==> config.mk <==
export PLATFORM = sky130hd
export DESIGN_NAME = scr1_tcm_dmem_ctrl
export DESIGN_NICKNAME = d
export VERILOG_FILES = /design/src/rtl/scr1_tcm_pkg.sv /design/src/rtl/scr1_tcm_lane_align.sv /design/src/rtl/scr1_tcm_dmem_ctrl.sv
export SDC_FILE = /design/constraint.sdc
export NUM_CORES = 1
export LEC_CHECK = 0
export BUFFER_PORTS_ARGS = -buffer_cell sky130_fd_sc_hd__buf_4
export CORE_MARGIN = 2
export CORE_UTILIZATION = 42
export CTS_BUF_LIST = sky130_fd_sc_hd__clkbuf_8
export CTS_CLUSTER_SIZE = 12
export DETAILED_ROUTE_END_ITERATION = 8
export GPL_ROUTABILITY_DRIVEN = 0
export GPL_TIMING_DRIVEN = 0
export PLACE_DENSITY_LB_ADDON = 0.2
export RECOVER_POWER = 100
export SLEW_MARGIN = 10
export SYNTH_ARGS = -nofsm -noshare
export SYNTH_HDL_FRONTEND = slang
export SYNTH_HIERARCHICAL = 1
export SYNTH_SLANG_ARGS = --single-unit
==> constraint.sdc <==
create_clock -name clk -period 2.1 [get_ports clk]
set_clock_uncertainty 0.05 [all_clocks]
set_input_delay 0.315 -clock clk [delete_from_list [all_inputs] [get_ports clk]]
set_output_delay 0.315 -clock clk [all_outputs]
set_load 0.005 [all_outputs]
==> src/rtl/scr1_tcm_pkg.sv <==
// Shared TCM types: memory command, access width and response codes.
package scr1_tcm_pkg;

  localparam int unsigned SCR1_TCM_LANES = 4;

  typedef enum logic {
    RD = 1'b0,
    WR = 1'b1
  } type_scr1_mem_cmd_e;

  typedef enum logic [1:0] {
    BYTE  = 2'b00,
    HWORD = 2'b01,
    WORD  = 2'b10,
    ERR   = 2'b11
  } type_scr1_mem_width_e;

  typedef enum logic [1:0] {
    IDLE = 2'b00,
    OKAY = 2'b01,
    ER   = 2'b10
  } type_scr1_mem_resp_e;

endpackage

==> src/rtl/scr1_tcm_lane_align.sv <==
// Byte-lane steering between LSB-aligned core data and the 32-bit TCM word:
// write replication plus byte mask, and read extraction with zero extension.
module scr1_tcm_lane_align
  import scr1_tcm_pkg::*;
(
  input  type_scr1_mem_width_e             wr_width,
  input  logic [1:0]                       wr_offset,
  input  logic [31:0]                      wr_data,
  output logic [31:0]                      wr_lanes,
  output logic [SCR1_TCM_LANES-1:0]        wr_mask,
  input  type_scr1_mem_width_e             rd_width,
  input  logic [1:0]                       rd_offset,
  input  logic [31:0]                      rd_lanes,
  output logic [31:0]                      rd_data
);

  logic [31:0] rd_shifted;

  always_comb begin
    wr_lanes = '0;
    wr_mask  = '0;
    case (wr_width)
      BYTE: begin
        wr_lanes = {4{wr_data[7:0]}};
        wr_mask  = 4'b0001 << wr_offset;
      end
      HWORD: begin
        wr_lanes = {2{wr_data[15:0]}};
        wr_mask  = 4'b0011 << wr_offset;
      end
      WORD: begin
        wr_lanes = wr_data;
        wr_mask  = '1;
      end
      default: ;
    endcase
  end

  always_comb begin
    rd_shifted = rd_lanes >> {rd_offset, 3'b000};
    rd_data    = '0;
    case (rd_width)
      BYTE:    rd_data = {24'h0, rd_shifted[7:0]};
      HWORD:   rd_data = {16'h0, rd_shifted[15:0]};
      WORD:    rd_data = rd_shifted;
      default: ;
    endcase
  end

endmodule

==> src/rtl/scr1_tcm_dmem_ctrl.sv <==
// Data-side TCM initiator: core req/ack/resp handshake to memory port B,
// with a single response register giving one-cycle response latency.
module scr1_tcm_dmem_ctrl
  import scr1_tcm_pkg::*;
#(
  parameter int unsigned SCR1_SIZE   = 32'h00010000,
  parameter int unsigned SCR1_AWIDTH = 32
) (
  input  logic                           clk,
  input  logic                           rst_n,
  input  logic                           dmem_req,
  input  logic                           dmem_cmd,
  input  logic [1:0]                     dmem_width,
  input  logic [SCR1_AWIDTH-1:0]         dmem_addr,
  input  logic [31:0]                    dmem_wdata,
  output logic                           dmem_req_ack,
  output logic [31:0]                    dmem_rdata,
  output logic [1:0]                     dmem_resp,
  output logic                           mem_renb,
  output logic                           mem_wenb,
  output logic [3:0]                     mem_webb,
  output logic [$clog2(SCR1_SIZE)-3:0]   mem_addrb,
  output logic [31:0]                    mem_datab,
  input  logic [31:0]                    mem_qb
);

  localparam int unsigned SIZE_W = $clog2(SCR1_SIZE);
  localparam logic [SCR1_AWIDTH:0] SIZE_LIM = (SCR1_AWIDTH+1)'(SCR1_SIZE);

  type_scr1_mem_width_e req_width;
  type_scr1_mem_cmd_e   req_cmd;
  logic                 req_err;
  logic [31:0]          wr_lanes;
  logic [3:0]           wr_mask;
  logic [31:0]          rd_data;

  logic                 resp_pending;
  logic                 resp_err;
  type_scr1_mem_cmd_e   resp_cmd;
  type_scr1_mem_width_e resp_width;
  logic [1:0]           resp_offset;

  assign req_width    = type_scr1_mem_width_e'(dmem_width);
  assign req_cmd      = type_scr1_mem_cmd_e'(dmem_cmd);
  assign dmem_req_ack = dmem_req & rst_n;

  always_comb begin
    req_err = ({1'b0, dmem_addr} >= SIZE_LIM);
    case (req_width)
      HWORD:   if (dmem_addr[0]) req_err = 1'b1;
      WORD:    if (|dmem_addr[1:0]) req_err = 1'b1;
      ERR:     req_err = 1'b1;
      default: ;
    endcase
  end

  scr1_tcm_lane_align i_lane_align (
    .wr_width  (req_width),
    .wr_offset (dmem_addr[1:0]),
    .wr_data   (dmem_wdata),
    .wr_lanes  (wr_lanes),
    .wr_mask   (wr_mask),
    .rd_width  (resp_width),
    .rd_offset (resp_offset),
    .rd_lanes  (mem_qb),
    .rd_data   (rd_data)
  );

  // Port-B signals are forced to zero outside good accesses so the memory
  // never sees a stray address or mask.
  assign mem_renb  = dmem_req_ack & ~req_err & (req_cmd == RD);
  assign mem_wenb  = dmem_req_ack & ~req_err & (req_cmd == WR);
  assign mem_addrb = (mem_renb | mem_wenb) ? dmem_addr[SIZE_W-1:2] : '0;
  assign mem_webb  = mem_wenb ? wr_mask : '0;
  assign mem_datab = mem_wenb ? wr_lanes : '0;

  always_ff @(posedge clk or negedge rst_n) begin
    if (!rst_n) begin
      resp_pending <= 1'b0;
      resp_err     <= 1'b0;
      resp_cmd     <= RD;
      resp_width   <= BYTE;
      resp_offset  <= '0;
    end else if (dmem_req_ack) begin
      resp_pending <= 1'b1;
      resp_err     <= req_err;
      resp_cmd     <= req_cmd;
      resp_width   <= req_width;
      resp_offset  <= dmem_addr[1:0];
    end else begin
      resp_pending <= 1'b0;
      resp_err     <= 1'b0;
      resp_cmd     <= RD;
      resp_width   <= BYTE;
      resp_offset  <= '0;
    end
  end

  assign dmem_resp  = resp_pending ? (resp_err ? ER : OKAY) : IDLE;
  assign dmem_rdata = (resp_pending & ~resp_err & (resp_cmd == RD)) ? rd_data : '0;

endmodule
Word-level counts from Yosys, hierarchy flattened:

Cells that the tools add are included.

* output and inout port bits: 87
* register bits after elaboration: 7
* word-level logic and storage cells: 45

* $lt $le $gt $ge: 1
* bitwise operators: 11
* shift-type cells: 3
* multiplexer cells: 17
* eq/ne operators: 5
* reduce and logical (&&, ||, !) cells: 3

Operators by type and width (count)
* 32-bit one-hot mux with 3 select lines: 2
* 32-bit 2-to-1 mux: 2
* 32-bit by 17-bit >= comparator with 1-bit output (second input constant): 1
* 32-bit by 5-bit right shift with 32-bit output: 1
* 14-bit 2-to-1 mux: 1
* 4-bit one-hot mux with 3 select lines: 1
* 2-bit 2-to-1 mux: 4
* 1-bit bitwise AND: 6
* 2-bit equality test (second input constant): 3
* 1-bit 2-to-1 mux: 5
* 2-bit by 1-bit equality test with 1-bit output (second input constant): 2
* 2-bit logical NOT: 2
* 4-bit 2-to-1 mux: 1
* 1-bit inverter: 4
* 1-bit by 2-bit left shift with 4-bit output (first input constant): 1
* 2-bit by 2-bit left shift with 4-bit output (first input constant): 1
* 1-bit one-hot mux with 3 select lines: 1
* 2-bit OR reduction: 1
* 1-bit bitwise OR: 1

Logic depth before layout (Yosys ltp):

* depth in word-level cells: 8
* depth in mapped cells: 7
* mapped depth without buffers: 5

By module:

The synthesis kept the hierarchy.

Modules (own cells, without submodules)
* scr1_tcm_dmem_ctrl: times used 1, area each 1430.1 um^2, cells an instance 184
* scr1_tcm_lane_align: times used 1, area each 1069.8 um^2, cells an instance 171

Worst setup path after synthesis:

OpenSTA, ideal clock, no wires.

* kind: input port to output port
* from: input dmem_width[0]
* to: output mem_addrb[0]
* path slack: 389 ps
* arrival time: 1346 ps
* path buffers: 1
* stages: 6
* cells stage by stage: inv_1 -> ha_1 -> nand3_1 -> a21oi_2 -> buf_2 -> nor3_2

* longest elaborated chain between the ends: 7

RTL lines
* from (decl): line scr1_tcm_dmem_ctrl.sv:13 `input logic [1:0] dmem_width,`
* 2-bit equality test / 2-bit by 1-bit equality test with 1-bit output (equally long branches): line scr1_tcm_dmem_ctrl.sv:49 `case (req_width)`
* 1-bit one-hot mux with 3 select lines (*): line scr1_tcm_dmem_ctrl.sv:49
* 1-bit inverter (*): line scr1_tcm_dmem_ctrl.sv:71, scr1_tcm_dmem_ctrl.sv:72
* 1-bit bitwise AND (*): line scr1_tcm_dmem_ctrl.sv:71, scr1_tcm_dmem_ctrl.sv:72
* 1-bit bitwise AND (on tied branches): line scr1_tcm_dmem_ctrl.sv:71, scr1_tcm_dmem_ctrl.sv:72
* 1-bit bitwise OR (*): line scr1_tcm_dmem_ctrl.sv:73 `assign mem_addrb = (mem_renb | mem_wenb) ? dmem_addr[SIZE_W-1:2] : '0;`
* 14-bit 2-to-1 mux (*): line scr1_tcm_dmem_ctrl.sv:73
* to (decl): line scr1_tcm_dmem_ctrl.sv:22 `output logic [$clog2(SCR1_SIZE)-3:0] mem_addrb,`

Mark *: on every way between the ends. The rest lies on a longest branch, timed or not.

Worst setup path after layout:

* from: input dmem_width[0]
* to: output mem_datab[24]

* longest elaborated chain between the ends: 6

RTL lines
* 2-bit equality test, or another cell as far along: line scr1_tcm_dmem_ctrl.sv:49
* 1-bit one-hot mux with 3 select lines: line scr1_tcm_dmem_ctrl.sv:49
* 1-bit inverter: line scr1_tcm_dmem_ctrl.sv:72 `assign mem_wenb = dmem_req_ack & ~req_err & (req_cmd == WR);`
* 1-bit bitwise AND (2 in a row): line scr1_tcm_dmem_ctrl.sv:72
* 32-bit 2-to-1 mux (*): line scr1_tcm_dmem_ctrl.sv:75 `assign mem_datab = mem_wenb ? wr_lanes : '0;`
* to (decl): line scr1_tcm_dmem_ctrl.sv:23 `output logic [31:0] mem_datab,`

Marked as above.

==> flow_summary.ini <==
[pwr]
power_density_mw_per_mm2 = 244
ir_worst_vdd_v = 0.000185
leakage_uw = 0.00198
switchingPower_uw = 427
seq_power_share = 0.139
internal_power_uw = 619
p_comb_frac = 0.687
swShare = 0.408
pwr-share-clk = 0.174

[global_route]
grt_pass1_vias = 3088
grt_usage = 0.272
grt_max_degree = 12
grt_pass1_wl_um = 14400
antenna_found_initial = 0
grt.overflow.total = 0

[sta]
slew_headroom = 0.505
hold_viol = 0
max_clock_freq_mhz = 471
worstMarginPinSlew_ns = 0.737
fin_ws_ns = -0.0238
finalCriticalPeriod_ns = 2.12
hold_slack_ns = 0.326
finalSetupViolCount = 1
period_share = 1.01
setup_tns_ns = -0.0238
drv_slew = 0
rsz0062_at_grt = yes

[drt]
routedWlPerCell_um = 15.5
drt_iter0_markers = 124
viasPerCell = 5.34
post-route-drc-count = 0
route.vias.total = 3410
finalWirelength_um = 9870
drtPass1Iterations = 4
ant_nets = 0

[layout]
nets = 669
antenna_cells = 0
drive_above_1_share = 0.522
area_delta_synth_final_pct = 71.6
layout.cells.non_filler = 638

[yosys]
ys_seq_elements = 7
synth-main-ff-cell = dfrtp_1
syn_nets = 460
ys_warn_count = 6
syn_inst = 355
synth-edff-count = 0
syn_avg_cell_area_um2 = 7.04
syn-cell-area_mm2 = 0.00250
synth_cell_types = 36
synthArstFlopShare = 1.00
seq_area_frac_synth = 0.0701

[floorplanning]
die-area_mm2 = 0.00659
die_w_um = 81.2
num_rows = 28
start_util = 0.427
io_pins = 189
coreArea_mm2 = 0.00585
die_y_um = 81.2

[clock_tree]
cts.sinks = 7
htree_levels = 1
numCtsBuffers = 3
clkTransAtPathRegs_ns = 0.04
cts_tree = yes
clk_path_buf_depth = 2
clockRootBuffer = clkbuf_8

[worst_setup_path]
critPathMaxFanout = 10
cp_data_required_time_ns = 1.74
crit_chain = buf_4 > inv_1 > ha_4 > a21oi_2 > a21oi_4 > buf_4 > buf_6 > nor3_2 > buf_4
path_class = primary input to output pin
critical_path_arrival_ns = 1.76
crit_path_end_kind = output pin
cp_slowest_stage_delay_ns = 0.24
start_kind = primary input
crit_top_cell = buf_4
slowest_stage = ha_4

[worst_hold_path]
hold_path_class = primary input to flip-flop
hold_depth = 2
min-delay-start = rst_n
hold_end = resp_offset[0]$_DFF_PN0_

[outcome]
violations = setup timing
status = complete, but fails checks

[placed_design]
dp_cells = 618
dp_hpwl_um = 7400
io_buffers = 188

[run]
drv_cap = 0
-- worst max-delay path by stage --
stage	from	endpoint
global placement	dmem_width[0]	mem_datab[13]
global route	dmem_width[0]	mem_datab[24]
floorplan	dmem_width[0]	mem_addrb[0]
detailed placement	dmem_width[0]	mem_datab[13]
CTS	dmem_addr[21]	mem_renb
finish	dmem_width[0]	mem_datab[24]
-- flip-flops by register name, summed over array words and instances (netlist names) --
register	count
resp_cmd	1
resp_err	1
resp_offset	2
resp_pending	1
resp_width	2
-- power groups by stage --
stage / Clock, uW / Combinational (uW) / Sequential, uW
3_5_place_dp: 0 / 630 / 147
3_3_place_gp: 0 / 616 / 147
5_1_grt: 194 / 767 / 146
6_report: 182 / 718 / 145
4_1_cts: 186 / 670 / 145
2_1_floorplan: 0 / 343 / 146
-- logic make-up after synthesis --
logic type | Yosys count | synth area share
AND/OR/NAND/NOR | 219 | 0.578
AO/OA/AOI/OAI | 72 | 0.186
buffers and inverters | 36 | 0.0801
multiplexers | 17 | 0.0681
flip-flops | 7 | 0.0701
adder cells (fa/ha/maj) | 3 | 0.0150
XOR/XNOR | 1 | 0.00350
-- cells in the mapped netlist, drive strengths merged (2+ instances only) --
library cell | instances | share of area
dfrtp | 7 | 0.070
a211oi | 16 | 0.048
and2 | 49 | 0.12
o21a | 2 | 0.0060
nand2b | 9 | 0.023
nor4 | 5 | 0.037
and2b | 3 | 0.0090
mux2i | 17 | 0.068
ha | 3 | 0.015
a21o | 8 | 0.024
o22ai | 8 | 0.020
nor3 | 51 | 0.20
clkbuf | 12 | 0.018
inv | 3 | 0.0045
nor2 | 15 | 0.029
o21ai | 17 | 0.034
a21oi | 19 | 0.040
nor2b | 17 | 0.043
nand2 | 63 | 0.095
buf | 21 | 0.058
and3 | 3 | 0.0075
-- through the flow --
stage | setup WS, ns | power, uW | utilization | cell area [um2]
detailed placement | -0.180 | 777 | 0.685 | 4010
CTS | -0.0364 | 1000 | 0.711 | 4160
global placement | -0.140 | 763 | 0.685 | 4010
global route | -0.0718 | 1110 | 0.733 | 4290
finish | -0.0238 | 1050 | 0.733 | 4290
floorplan | 0.389 | 489 | - | 2500
-- cells in the final DEF, fill, tap and decap left out, types with 2 or more instances in the layout --
cell	n
buf_4	194
nand2_1	63
nor3_2	49
and2_1	45
nor2b_1	17
a21oi_1	17
o21ai_0	17
a211oi_1	16
mux2i_1	15
nor2_1	13
clkbuf_4	10
clkbuf_1	9
buf_6	9
nand2b_1	9
o22ai_1	8
a21o_1	8
buf_2	6
dfrtp_1	6
nor4_4	4
clkbuf_2	3
and2_0	3
inv_1	3
and3_1	3
clkbuf_8	3
and2b_1	3
buf_1	2
a41oi_4	2
o21a_1	2
ha_1	2
mux2i_2	2
-- timing repair --
| item | CTS | global route |
|---|---|---|
| gates cloned | 3 | 0 |
| endpoints found under the hold margin | 7 | 0 |
| pin swaps | 0 | 8 |
| buffers inserted | 4 | 9 |
| setup endpoints to repair | 62 | 83 |
| hold buffers | 1 | 0 |
| resized for setup | 14 | 17 |
-- layout make-up --
cell class / count / area, um2
multi-input combinational: 313 / 2200
timing repair buffer: 204 / 1540
clock buffer: 3 / 41.3
clock inverter: 1 / 3.75
inverter: 3 / 11.3
sequential: 7 / 176
tap: 75 / 93.8
fill: 482 / 1560
buffer: 32 / 221
-- worst max-delay path, delay by kind of cell --
| family | cells | cell delay (ns) |
|---|---|---|
| AND/OR/NAND/NOR | 1 | 0.21 |
| AO/OA/AOI/OAI | 2 | 0.25 |
| adder cells (fa/ha/maj) | 1 | 0.24 |
| buffers and inverters | 5 | 0.74 |
-- routing by layer --
| metal | up-vias | global-route usage | routed length (um) |
|---|---|---|---|
| met1 | 1536 | 0.294 | 3630 |
| li1 | 1649 | - | - |
| met5 | - | 0 | 0 |
| met4 | 0 | 0.0814 | 259 |
| met2 | 197 | 0.535 | 5040 |
| met3 | 28 | 0.0422 | 939 |
No activity file was read; power rests on OpenSTA's default activity.
